**config.mk**
```make
export PLATFORM = sky130hd
export DESIGN_NAME = sphere_scan_ctrl_flat
export DESIGN_NICKNAME = d
export VERILOG_FILES = /design/src/rtl/sphere_scan_ctrl_if.sv /design/src/rtl/sphere_scan_ctrl.sv /design/src/flat_wrapper.sv
export SDC_FILE = /design/constraint.sdc
export NUM_CORES = 1
export LEC_CHECK = 0
export CORE_UTILIZATION = 49
export DETAILED_ROUTE_END_ITERATION = 7
export PLACE_DENSITY = 0.89
export SYNTH_ARGS = -nofsm -noshare
export SYNTH_HDL_FRONTEND = slang
export SYNTH_SLANG_ARGS = --single-unit
export TNS_END_PERCENT = 20
```
**constraint.sdc**
```tcl
create_clock -name Clk -period 4.7 [get_ports Clk]
set_input_delay 0.705 -clock Clk [delete_from_list [all_inputs] [get_ports Clk]]
set_output_delay 0.705 -clock Clk [all_outputs]
set_load 0.01 [all_outputs]
```
**src/rtl/sphere_scan_ctrl_if.sv**
```systemverilog
// Request, intersection-result and nearest-hit signals between the scan controller and its neighbours.
interface sphere_scan_ctrl_if #(
  parameter int IDX_W = 2
);
  logic             Px_start;
  logic             Px_ready;
  logic [IDX_W-1:0] Read_index;
  logic             Test_valid;
  logic             Isect_valid;
  logic             Isect_hit;
  logic [IDX_W-1:0] Isect_idx;
  logic [63:0]      Isect_t;
  logic             Res_valid;
  logic             Res_ready;
  logic             Hit;
  logic [IDX_W-1:0] Hit_index;
  logic [63:0]      Hit_t;
  logic [7:0]       Restart_cnt;

  // slave: the scan controller; master: requester, bank/intersection side and result consumer
  modport slave (
    input  Px_start, Isect_valid, Isect_hit, Isect_idx, Isect_t, Res_ready,
    output Px_ready, Read_index, Test_valid, Res_valid, Hit, Hit_index, Hit_t, Restart_cnt
  );
  modport master (
    output Px_start, Isect_valid, Isect_hit, Isect_idx, Isect_t, Res_ready,
    input  Px_ready, Read_index, Test_valid, Res_valid, Hit, Hit_index, Hit_t, Restart_cnt
  );
endinterface

```
**src/rtl/sphere_scan_ctrl.sv**
```systemverilog
// Per-pixel sphere scan: issues all indices, merges hits into a nearest tracker, rescans on frame edge.
// Result appears 6+L cycles after Px_start (L = intersection latency); Res_valid holds until Res_ready.
module sphere_scan_ctrl #(
  parameter int          NUM_SPHERES = 4,
  parameter int          IDX_W       = 2,
  parameter logic [63:0] T_MIN       = 64'h0000_0001_0000_0000
) (
  input  logic              Clk,
  input  logic              Reset,
  input  logic              Frame_Clk,
  sphere_scan_ctrl_if.slave bus
);
  typedef enum logic [2:0] {IDLE, ISSUE, DRAIN, DONE, FLUSH} state_t;

  localparam logic [IDX_W-1:0] LAST_IDX = IDX_W'(NUM_SPHERES - 1);
  localparam logic [IDX_W-1:0] IDX_ONE  = IDX_W'(1);
  localparam logic [IDX_W+1:0] OUT_ONE  = (IDX_W+2)'(1);

  state_t           state, state_nxt;
  logic             frame_q, frame_edge, abort;
  logic [IDX_W-1:0] read_index;
  logic             test_valid, issuing, px_ready, res_valid;
  logic [IDX_W+1:0] outstanding, outstanding_nxt;
  logic             drained, clear_tracker, merge;
  logic             hit;
  logic [IDX_W-1:0] hit_index;
  logic [63:0]      hit_t;
  logic [7:0]       restart_cnt;

  // Same edge detector as the sphere bank, so both see the update in the same cycle
  assign frame_edge = Frame_Clk & ~frame_q;
  assign abort      = frame_edge && (state == ISSUE || state == DRAIN);

  always_comb begin
    outstanding_nxt = outstanding;
    if (test_valid && !bus.Isect_valid)
      outstanding_nxt = outstanding + OUT_ONE;
    else if (!test_valid && bus.Isect_valid && outstanding != '0)
      outstanding_nxt = outstanding - OUT_ONE;
  end

  // Looking at the next count lets the final result leave DRAIN in the cycle it arrives
  assign drained = (outstanding_nxt == '0);

  always_ff @(posedge Clk or posedge Reset) begin
    if (Reset) state <= IDLE;
    else       state <= state_nxt;
  end

  always_comb begin
    state_nxt = state;
    case (state)
      IDLE:    if (bus.Px_start) state_nxt = ISSUE;
      ISSUE:   if (frame_edge) state_nxt = FLUSH;
               else if (read_index == LAST_IDX) state_nxt = DRAIN;
      DRAIN:   if (frame_edge) state_nxt = FLUSH;
               else if (drained) state_nxt = DONE;
      DONE:    if (bus.Res_ready) state_nxt = IDLE;
      FLUSH:   if (!frame_edge && drained) state_nxt = ISSUE;
      default: state_nxt = IDLE;
    endcase
  end

  always_comb begin
    px_ready  = (state == IDLE);
    res_valid = (state == DONE);
    issuing   = (state == ISSUE) && !frame_edge;
  end

  assign clear_tracker = (state == IDLE && bus.Px_start) ||
                         (state == FLUSH && !frame_edge && drained);
  // Strict less-than keeps the earlier (lower) index on equal distances
  assign merge = bus.Isect_valid && (state == ISSUE || state == DRAIN) && bus.Isect_hit &&
                 (bus.Isect_t >= T_MIN) && (bus.Isect_t < hit_t);

  always_ff @(posedge Clk or posedge Reset) begin
    if (Reset) begin
      frame_q     <= 1'b0;
      read_index  <= '0;
      test_valid  <= 1'b0;
      outstanding <= '0;
      restart_cnt <= 8'd0;
      hit         <= 1'b0;
      hit_index   <= '0;
      hit_t       <= '1;
    end else begin
      frame_q     <= Frame_Clk;
      test_valid  <= issuing;
      outstanding <= outstanding_nxt;
      if (clear_tracker)
        read_index <= '0;
      else if (issuing)
        read_index <= (read_index == LAST_IDX) ? '0 : read_index + IDX_ONE;
      if (abort && restart_cnt != 8'hFF)
        restart_cnt <= restart_cnt + 8'd1;
      if (clear_tracker) begin
        hit       <= 1'b0;
        hit_index <= '0;
        hit_t     <= '1;
      end else if (merge) begin
        hit       <= 1'b1;
        hit_index <= bus.Isect_idx;
        hit_t     <= bus.Isect_t;
      end
    end
  end

  assign bus.Px_ready    = px_ready;
  assign bus.Res_valid   = res_valid;
  assign bus.Read_index  = read_index;
  assign bus.Test_valid  = test_valid;
  assign bus.Hit         = hit;
  assign bus.Hit_index   = hit_index;
  assign bus.Hit_t       = hit_t;
  assign bus.Restart_cnt = restart_cnt;
endmodule

```
**src/flat_wrapper.sv**
```systemverilog
// flat-port wrapper written by rule: the top's interface ports become plain ports
module sphere_scan_ctrl_flat 
#(
  parameter int          NUM_SPHERES = 4,
  parameter int          IDX_W       = 2,
  parameter logic [63:0] T_MIN       = 64'h0000_0001_0000_0000
)
  (Clk, Reset, Frame_Clk, bus_Px_start, bus_Isect_valid, bus_Isect_hit, bus_Isect_idx, bus_Isect_t, bus_Res_ready, bus_Px_ready, bus_Read_index, bus_Test_valid, bus_Res_valid, bus_Hit, bus_Hit_index, bus_Hit_t, bus_Restart_cnt);
  sphere_scan_ctrl_if #(.IDX_W(IDX_W)) bus_i ();
  input  logic Clk;
  input  logic Reset;
  input  logic Frame_Clk;
  input wire logic [$bits(bus_i.Px_start)-1:0] bus_Px_start;
  input wire logic [$bits(bus_i.Isect_valid)-1:0] bus_Isect_valid;
  input wire logic [$bits(bus_i.Isect_hit)-1:0] bus_Isect_hit;
  input wire logic [$bits(bus_i.Isect_idx)-1:0] bus_Isect_idx;
  input wire logic [$bits(bus_i.Isect_t)-1:0] bus_Isect_t;
  input wire logic [$bits(bus_i.Res_ready)-1:0] bus_Res_ready;
  output wire logic [$bits(bus_i.Px_ready)-1:0] bus_Px_ready;
  output wire logic [$bits(bus_i.Read_index)-1:0] bus_Read_index;
  output wire logic [$bits(bus_i.Test_valid)-1:0] bus_Test_valid;
  output wire logic [$bits(bus_i.Res_valid)-1:0] bus_Res_valid;
  output wire logic [$bits(bus_i.Hit)-1:0] bus_Hit;
  output wire logic [$bits(bus_i.Hit_index)-1:0] bus_Hit_index;
  output wire logic [$bits(bus_i.Hit_t)-1:0] bus_Hit_t;
  output wire logic [$bits(bus_i.Restart_cnt)-1:0] bus_Restart_cnt;
  assign bus_i.Px_start = bus_Px_start;
  assign bus_i.Isect_valid = bus_Isect_valid;
  assign bus_i.Isect_hit = bus_Isect_hit;
  assign bus_i.Isect_idx = bus_Isect_idx;
  assign bus_i.Isect_t = bus_Isect_t;
  assign bus_i.Res_ready = bus_Res_ready;
  assign bus_Px_ready = bus_i.Px_ready;
  assign bus_Read_index = bus_i.Read_index;
  assign bus_Test_valid = bus_i.Test_valid;
  assign bus_Res_valid = bus_i.Res_valid;
  assign bus_Hit = bus_i.Hit;
  assign bus_Hit_index = bus_i.Hit_index;
  assign bus_Hit_t = bus_i.Hit_t;
  assign bus_Restart_cnt = bus_i.Restart_cnt;
  sphere_scan_ctrl #(.NUM_SPHERES(NUM_SPHERES), .IDX_W(IDX_W), .T_MIN(T_MIN)) u_core (.Clk(Clk), .Reset(Reset), .Frame_Clk(Frame_Clk), .bus(bus_i));
endmodule
```
# Word level (Yosys, flattened, before mapping)

Cells that the tools add are included.

Word-level logic and storage cells: 72
Input bits: 73
Register bits after elaboration: 86

$add $sub $neg: 4
Order comparisons: 2
Mux-type cells: 19
Bitwise gates (word level): 2
Equal/unequal tests: 11
Reductions and logical operators: 25

Operator list:

| operator                                                                | number |
|---|---|
| 64-bit 2-to-1 mux                                                       | 2 |
| 64-bit by 33-bit >= comparator with 1-bit output, second input constant | 1 |
| 64-bit less-than comparator                                             | 1 |
| 3-bit 2-to-1 mux                                                        | 7 |
| 3-bit one-hot mux with 5 select lines                                   | 1 |
| 1-bit logical AND                                                       | 14 |
| 2-bit 2-to-1 mux                                                        | 5 |
| 8-bit by 1-bit adder with 8-bit output, second input constant           | 1 |
| 4-bit 2-to-1 mux                                                        | 2 |
| 8-bit != test, second input constant                                    | 1 |
| 3-bit by 2-bit == test with 1-bit output, second input constant         | 2 |
| 5-bit AND reduction                                                     | 1 |
| 4-bit by 1-bit adder with 4-bit output, second input constant           | 1 |
| 4-bit logical NOT                                                       | 1 |
| 2-bit != test, second input constant                                    | 2 |
| 2-bit nonzero test                                                      | 2 |
| 4-bit nonzero test                                                      | 1 |
| 4-bit by 1-bit subtractor with 4-bit output, second input constant      | 1 |
| 3-bit by 1-bit == test with 1-bit output, second input constant         | 1 |
| 3-bit == test, second input constant                                    | 1 |
| 1-bit logical NOT                                                       | 3 |
| 3-bit logical NOT                                                       | 1 |
| 3-bit by 1-bit != test with 1-bit output, second input constant         | 1 |
| 3-bit by 2-bit != test with 1-bit output, second input constant         | 1 |
| other kinds (7)                                                         | 9 |

# Longest topological paths before layout

Gate-level depths: netlist of run 1.

Word-level depth: 9
Depth in mapped cells: 11

# Worst setup path after synthesis of run 1

No wires, ideal clock.

Path kind: input to register
Start: input port bus_Isect_t[47]
End: register u_core.hit_t[13], in the netlist u_core.bus.Hit_t[13]
Required time: 4625 ps
Path slack: 1761 ps
Setup time: 75 ps
Stages: 10
Path buffers: 2
Data arrival time: 2864 ps
Path through: ha_1 nand4_1 nor4_1 nand4_1 o31ai_1 o41ai_1 a31oi_1 buf_2 buf_4 mux2i_1

Word-level cells in the longest chain between the ends: 4
Elaborated cells between the ends (all ways): 5
Those cells by class: 2 x order compare; 3 x reduce/logical

RTL lines:

| element                                          | RTL line                | source |
|---|---|---|
| from (decl)                                      | flat_wrapper.sv:17      | `input wire logic [$bits(bus_i.Isect_t)-1:0] bus_Isect_t;` |
| 64-bit by 33-bit >= comparator with 1-bit output | sphere_scan_ctrl.sv:74  | `(bus.Isect_t >= T_MIN) && (bus.Isect_t < hit_t);` |
| 1-bit logical AND                                | sphere_scan_ctrl.sv:73  | `assign merge = bus.Isect_valid && (state == ISSUE \|\| state == DRAIN) && bus.Isect_hit &&` |
| 1-bit logical AND (*)                            | sphere_scan_ctrl.sv:74  |  |
| 2-bit nonzero test (no line) (*)                 | n/a                     |  |
| to (signal assigned)                             | sphere_scan_ctrl.sv:103 | `hit_t <= bus.Isect_t;` |
| to (decl)                                        | sphere_scan_ctrl.sv:27  | `logic [63:0] hit_t;` |

Mark *: on every way between the ends. The rest lies on a longest branch, timed or not.
A chain may end at the register's enable or synchronous reset.

# Worst setup path after layout of run 1

Start: input port bus_Isect_t[43]
End: register u_core.hit_t[38], in the netlist u_core.bus.Hit_t[38]

The elaborated chain is that of the path after synthesis.

==> results.ini, run 1 <==
[sta]
worst_slew_pin_slew_ns = 1.06
fmax_mhz = 248
slew_viol_final = 0
final.min_clock_period_ns = 4.04
hold_viol = 0
setup_violations = 0
finalClockSkew_ns = 0.00680
finalSetupTns_ns = 0
rsz0062_at_grt = false
post-route-period-util = 0.859
slew_headroom = 0.273

[power_and_ir_drop]
p_leak_uw = 0.00424
p_per_area_nw_per_um2 = 597
vdd_drop_max_mv = 0.327

[route]
wl_per_cell_um = 16.1
drc = 0
via_per_inst = 5.36
ant_nets = 0
routed-via-count = 4939
firstDrtPassIters = 4
first_iter_violations = 179
wl_mm = 14.9

[synth]
yosys_warnings = 0
synth_top_cell_area_share = 0.294
syn_area_um2 = 5710
synth.largest_area_cell = dfstp_2
synth-seq-cells = 86
synth_common_cells = 137 x inv_1, 78 x nor2_1, 67 x ha_1
yosysSeqAreaShare = 0.391
yosysMostFrequentCell = inv_1
yosys-top-cells-area = dfstp_2 29%, ha_1 15%, mux2i_1 11%
post_synth.cell_area_avg_um2 = 9.20
yosysUniqueCellTypes = 47
syn_inst = 621
ys.flop_type = dfstp_2
syn_nets = 761
synth_edf_count = 0
ys_async_sr_fraction = 1.00

[finish]
drive_above_1_share = 0.117
final_area_um2 = 7680
syn_to_final_growth_pct = 34.5
diodes = 0
layout.nets = 914

[die]
dieArea_um2 = 12100
die_x_um = 110
core_um2 = 11400
initial_utilization = 0.502
fp.dieH_um = 110
io_pins = 153
row_count = 39

[worst_setup_path]
path_max_fanout = 35
crit_path_start_kind = primary input
endpoint_kind = flop
critical_path_class = primary input to flop
required_ns = 4.95
crit_arrival_ns = 4.29

[clock_network]
cts_root_buf = clkbuf_16
post_cts_buffers = 0
numCtsBuffers = 9
cts_tree = built
htreeDepth = 3
clkSinkCount = 86
clk_pin_slew_ns = 0.07
clk_path_buf_depth = 2
clk_latency_ns = 0.34
postCtsHoldBufs = 0
post_cts_resize_count = 0

[placement]
place_congestion = 0.841
dp_hpwl_mm = 11.4
place_area_um2 = 7390
port_buffers = 152

[global_route]
grt_pass1_wl_mm = 24.0
overflow = 0
antenna_found_initial = 0
grt_start_max_net_pins = 48
grtUsageTotal = 0.260
grt_pass1_vias = 5055

[job]
drv_cap = 0

[run_status]
outcome = finished clean

[worst_hold_path]
timing.hold.worst.class = flop to flop

report_power, final:
group	internal [uW]	total, uW	leakage, uW	switching (uW)
registers	1210	1500	0.000955	290
logic	1200	2370	0.00315	1160
clock network	413	723	0.000132	310
flip-flops by register name, summed over array words and instances (netlist names):
register,count
u_core.bus.Read_index,2
u_core.state,3
u_core.bus.Test_valid,1
u_core.bus.Restart_cnt,8
u_core.bus.Hit_index,2
u_core.frame_q,1
u_core.bus.Hit_t,64
u_core.bus.Hit,1
u_core.outstanding,4
through the flow:
step | power (uW) | instances | setup WS (ns) | hold WS (ns) | utilization
after floorplan | 2860 | 621 | 1.76 | 0.519 | -
after global placement | 3710 | 906 | 0.517 | 0.475 | 0.650
after detailed placement | 3850 | 906 | 0.377 | 0.488 | 0.650
after CTS | 4600 | 922 | 0.694 | 0.499 | 0.676
after global routing | 4910 | 922 | 0.403 | 0.515 | 0.676
final | 4580 | 922 | 0.662 | 0.502 | 0.676
area by class of cell:
type                            count  area, um^2
Fill cell                         838        3690
Timing Repair Buffer              159        1600
Sequential cell                    86        2230
Clock inverter                      5        58.8
Tap cell                          143         179
Inverter                          137         515
Multi-Input combinational cell    381        2860
Clock buffer                       11         233
final timing paths:
path	cells past startpoint	startpoint	to	slack (ns)
min in group asynchronous	2	Reset	u_core.bus.Hit_index[1]$_DFFE_PP0P_	0.78
setup / recovery	10	bus_Isect_t[43]	u_core.bus.Hit_t[38]$_DFFE_PP1P_	0.66
hold reg to reg	1	u_core.bus.Restart_cnt[5]$_DFFE_PP0P_	u_core.bus.Restart_cnt[5]$_DFFE_PP0P_	0.50
hold / removal	1	u_core.bus.Restart_cnt[5]$_DFFE_PP0P_	u_core.bus.Restart_cnt[5]$_DFFE_PP0P_	0.50
max in group asynchronous	3	Reset	u_core.bus.Read_index[0]$_DFFE_PP0P_	2.87
setup reg to reg	10	u_core.bus.Hit_t[43]$_DFFE_PP1P_	u_core.bus.Hit_t[38]$_DFFE_PP1P_	0.93
worst max-delay path: stages:
cell,delay (ns)
clkdlybuf4s50_1,0.46
ha_1,0.34
nand4_1,0.14
nor4_1,0.51
nand4_1,0.19
o31ai_1,0.29
o41ai_1,0.13
a31oi_4,0.89
buf_12,0.34
mux2i_1,0.28
layout by cell type, fill, tap and decap left out, types with 6 or more instances in the layout:
master,count
clkdlybuf4s50_1,152
inv_1,136
nor2_1,78
ha_1,67
mux2i_1,65
dfstp_2,64
a21oi_1,26
nand2_1,23
dfrtp_1,22
nand4_1,16
o21ai_0,14
nor4_1,10
clkbuf_16,9
nand3_1,8
a21o_1,8
xnor2_1,7
nor2b_1,6
nor3_1,6
logic make-up (layout without fill, tap and decap cells):
family | Yosys count | after routing | synth area share
buf+inv | 154 | 312 | 0.110
mux | 68 | 68 | 0.120
xor+xnor | 9 | 9 | 0.0138
simple gates | 167 | 167 | 0.140
compound gates | 70 | 70 | 0.0782
fa+ha+maj | 67 | 67 | 0.147
flops | 86 | 86 | 0.391
routing by layer:
metal  track usage  wire (um)  up-vias  part of all wire
met2         0.446       7380      151              0.50
met1         0.319       6320     2394              0.42
met3        0.0516        809       29             0.054
met4         0.102        366        0             0.025
li1              -          -     2365                 -
met5             0          0        -                 0
Note: power is estimated with default switching activity, not from simulation.
==> run 2: changes to the inputs <==
--- a/config.mk
+++ b/config.mk
@@ -7,7 +7,9 @@
 export LEC_CHECK = 0
 export CORE_UTILIZATION = 49
 export DETAILED_ROUTE_END_ITERATION = 7
-export PLACE_DENSITY = 0.89
+export DONT_BUFFER_PORTS = 1
+export PLACE_DENSITY = 0.71
+export SLEW_MARGIN = 40
 export SYNTH_ARGS = -nofsm -noshare
 export SYNTH_HDL_FRONTEND = slang
 export SYNTH_SLANG_ARGS = --single-unit
==> run 2 against run 1 <==
  * Global-route usage down 4.8 points
  * Routed wire length down 16%
  * Non-clock buffer count down 152
  * Largest power group is now registers
  * Die area unchanged
  * Final area down 20%
  * Hold slack worse by 0.26 ns
  * Count of clock-buffer cells in the layout up 1
  * Cell count down 16%
==> results.ini, run 2 (synthesis results as in run 1) <==
[run_status]
outcome = finished clean

[clock_network]
postCtsHoldBufs = 0  ; unchanged
htreeDepth = 3  ; unchanged
clkSinkCount = 86  ; unchanged
clk_path_buf_depth = 2  ; unchanged
numCtsBuffers = 9  ; unchanged
post_cts_buffers = 0  ; unchanged
clk_pin_slew_ns = 0.06  ; about the same
post_cts_resize_count = 0  ; unchanged
clk_latency_ns = 0.34  ; about the same
cts_root_buf = clkbuf_16
cts_tree = built

[global_route]
antenna_found_initial = 0  ; unchanged
grt_pass1_vias = 4201  ; -17%
grtUsageTotal = 0.212  ; -0.0477
overflow = 0  ; unchanged
grt_start_max_net_pins = 53  ; +10%
grt_pass1_wl_mm = 19.6  ; -18%

[power_and_ir_drop]
p_leak_uw = 0.00363  ; -14%
vdd_drop_max_mv = 0.281  ; -14%
p_per_area_nw_per_um2 = 630  ; +5.6%

[die]
dieArea_um2 = 12100  ; unchanged
fp.dieH_um = 110  ; unchanged
initial_utilization = 0.502  ; unchanged
core_um2 = 11400  ; unchanged
row_count = 39  ; unchanged
die_x_um = 110  ; unchanged
io_pins = 153  ; unchanged

[finish]
final_common_cell = inv_1
syn_to_final_growth_pct = 7.10
final_cell_mix = 136 x inv_1, 78 x nor2_1, 67 x ha_1, 65 x mux2i_1, 64 x dfstp_2
drive_above_1_share = 0.145  ; +0.0283
diodes = 0  ; unchanged
fillers = 1012  ; +21%
layout.nets = 762  ; -17%
largest_register_ffs = 64  ; unchanged

[worst_setup_path]
critical_path_class = flop to flop
required_ns = 4.93  ; -0.02 ns
reg2reg_to = u_core.bus.Hit_index[1]$_DFFE_PP0P_
rr_startpoint = u_core.bus.Hit_t[43]$_DFFE_PP1P_
endpoint_kind = flop
crit_arrival_ns = 3.88  ; -0.41 ns
path_max_fanout = 37  ; +5.7%
r2r_cells = 10  ; unchanged
crit_path_start_kind = flop
reg2reg_slack_ns = 1.05  ; +0.12 ns

[sta]
final.min_clock_period_ns = 3.65  ; -0.388 ns
slew_headroom = 0.526  ; +0.253
fmax_mhz = 274  ; +11%
finalSetupTns_ns = 0  ; unchanged
rsz0062_at_grt = false
finalClockSkew_ns = 0.0104  ; +0.00364 ns
slew_viol_final = 0  ; unchanged
hold_viol = 0  ; unchanged
finalWorstSetupSlack_ns = 1.05  ; +0.388 ns
setup_violations = 0  ; unchanged
post-route-period-util = 0.777  ; -0.0825
worst_slew_pin_slew_ns = 0.711  ; -0.352 ns

[placement]
place_congestion = 0.806  ; -4.1%
dpl_worst_slack_ns = 0.924  ; +0.547 ns
dp_hpwl_mm = 9.66  ; -15%
port_buffers = 0  ; -100%

[worst_hold_path]
timing.hold.worst.class = primary input to asynchronous set/reset pin

[job]
drv_cap = 0  ; unchanged

[route]
routed-via-count = 4182  ; -15%
wl_per_cell_um = 16.2  ; +0.56%
drc = 0  ; unchanged
wl_mm = 12.5  ; -16%
first_iter_violations = 240  ; +34%
via_per_inst = 5.43  ; +1.4%
ant_nets = 0  ; unchanged
firstDrtPassIters = 4  ; unchanged

-- run 2: cell types whose count changed in the layout (fill, tap and decap cells not counted), sizes merged --
cell,change
clkinv,+4
bufinv,-1
inv,-1
clkdlybuf4s50,-152
clkbuf,+1
clkinvlp,-3
-- run 2: layout make-up --
| class | count | area, um^2 | area share |
|---|---|---|---|
| Clock inverter | 4 | 23.8 | 0.00389 |
| Timing Repair Buffer | 7 | 52.6 | 0.00859 |
| Clock buffer | 12 | 246 | 0.0403 |
| Multi-Input combinational cell | 381 | 2860 | 0.468 |
| Inverter | 137 | 519 | 0.0849 |
| Tap cell | 143 | 179 | 0.0292 |
| Sequential cell | 86 | 2230 | 0.365 |
-- run 2: worst max-delay path, stage by stage, from the launching register on --
cell	delay, ns
dfstp_2	0.58
inv_1	0.05
ha_1	0.31
nand4_1	0.13
nor4_1	0.61
nand4_1	0.25
o31ai_1	0.29
o41ai_1	0.14
a31oi_4	0.22
buf_4	0.54
mux2_2	0.41
-- run 2: layer usage --
layer | vias to the layer above | part of all wire | global-route usage
li1 | 2054 | - | -
met1 | 1981 | 0.41 | 0.240
met2 | 123 | 0.47 | 0.353
met3 | 24 | 0.092 | 0.0782
met4 | 0 | 0.025 | 0.100
met5 | - | 0 | 0
-- run 2: how the worst max path moves through the flow --
| stage | slack (ns) | startpoint | to | cells after the start |
|---|---|---|---|---|
| floorplan | 1.76 | bus_Isect_t[47] | u_core.bus.Hit_t[13]$_DFFE_PP1P_ | 10 |
| global placement | 0.99 | bus_Isect_t[47] | u_core.bus.Hit_index[1]$_DFFE_PP0P_ | 9 |
| detailed placement | 0.92 | bus_Isect_t[47] | u_core.bus.Hit_index[1]$_DFFE_PP0P_ | 9 |
| CTS | 0.98 | u_core.bus.Hit_t[43]$_DFFE_PP1P_ | u_core.bus.Hit_index[1]$_DFFE_PP0P_ | 10 |
| global route | 0.75 | u_core.bus.Hit_t[43]$_DFFE_PP1P_ | u_core.bus.Hit_index[1]$_DFFE_PP0P_ | 10 |
| finish | 1.05 | u_core.bus.Hit_t[43]$_DFFE_PP1P_ | u_core.bus.Hit_index[1]$_DFFE_PP0P_ | 10 |
-- run 2: power by group --
part / internal (uW) / switching (uW)
sequential: 1210 / 445
combinational: 686 / 845
clock: 371 / 293
total: 2270 / 1580
-- run 2: through the flow --
stage                     total power (uW)  instances  utilization  cell area [um^2]  hold slack (ns)
after global routing                  4180        770        0.538              6120            0.271
final                                 3850        770        0.538              6120            0.239
after global placement                3120        754        0.514              5840            0.545
after CTS                             3890        770        0.538              6120            0.255
after detailed placement              3220        754        0.514              5850            0.549
after floorplan                       2860        621            -              5710            0.519
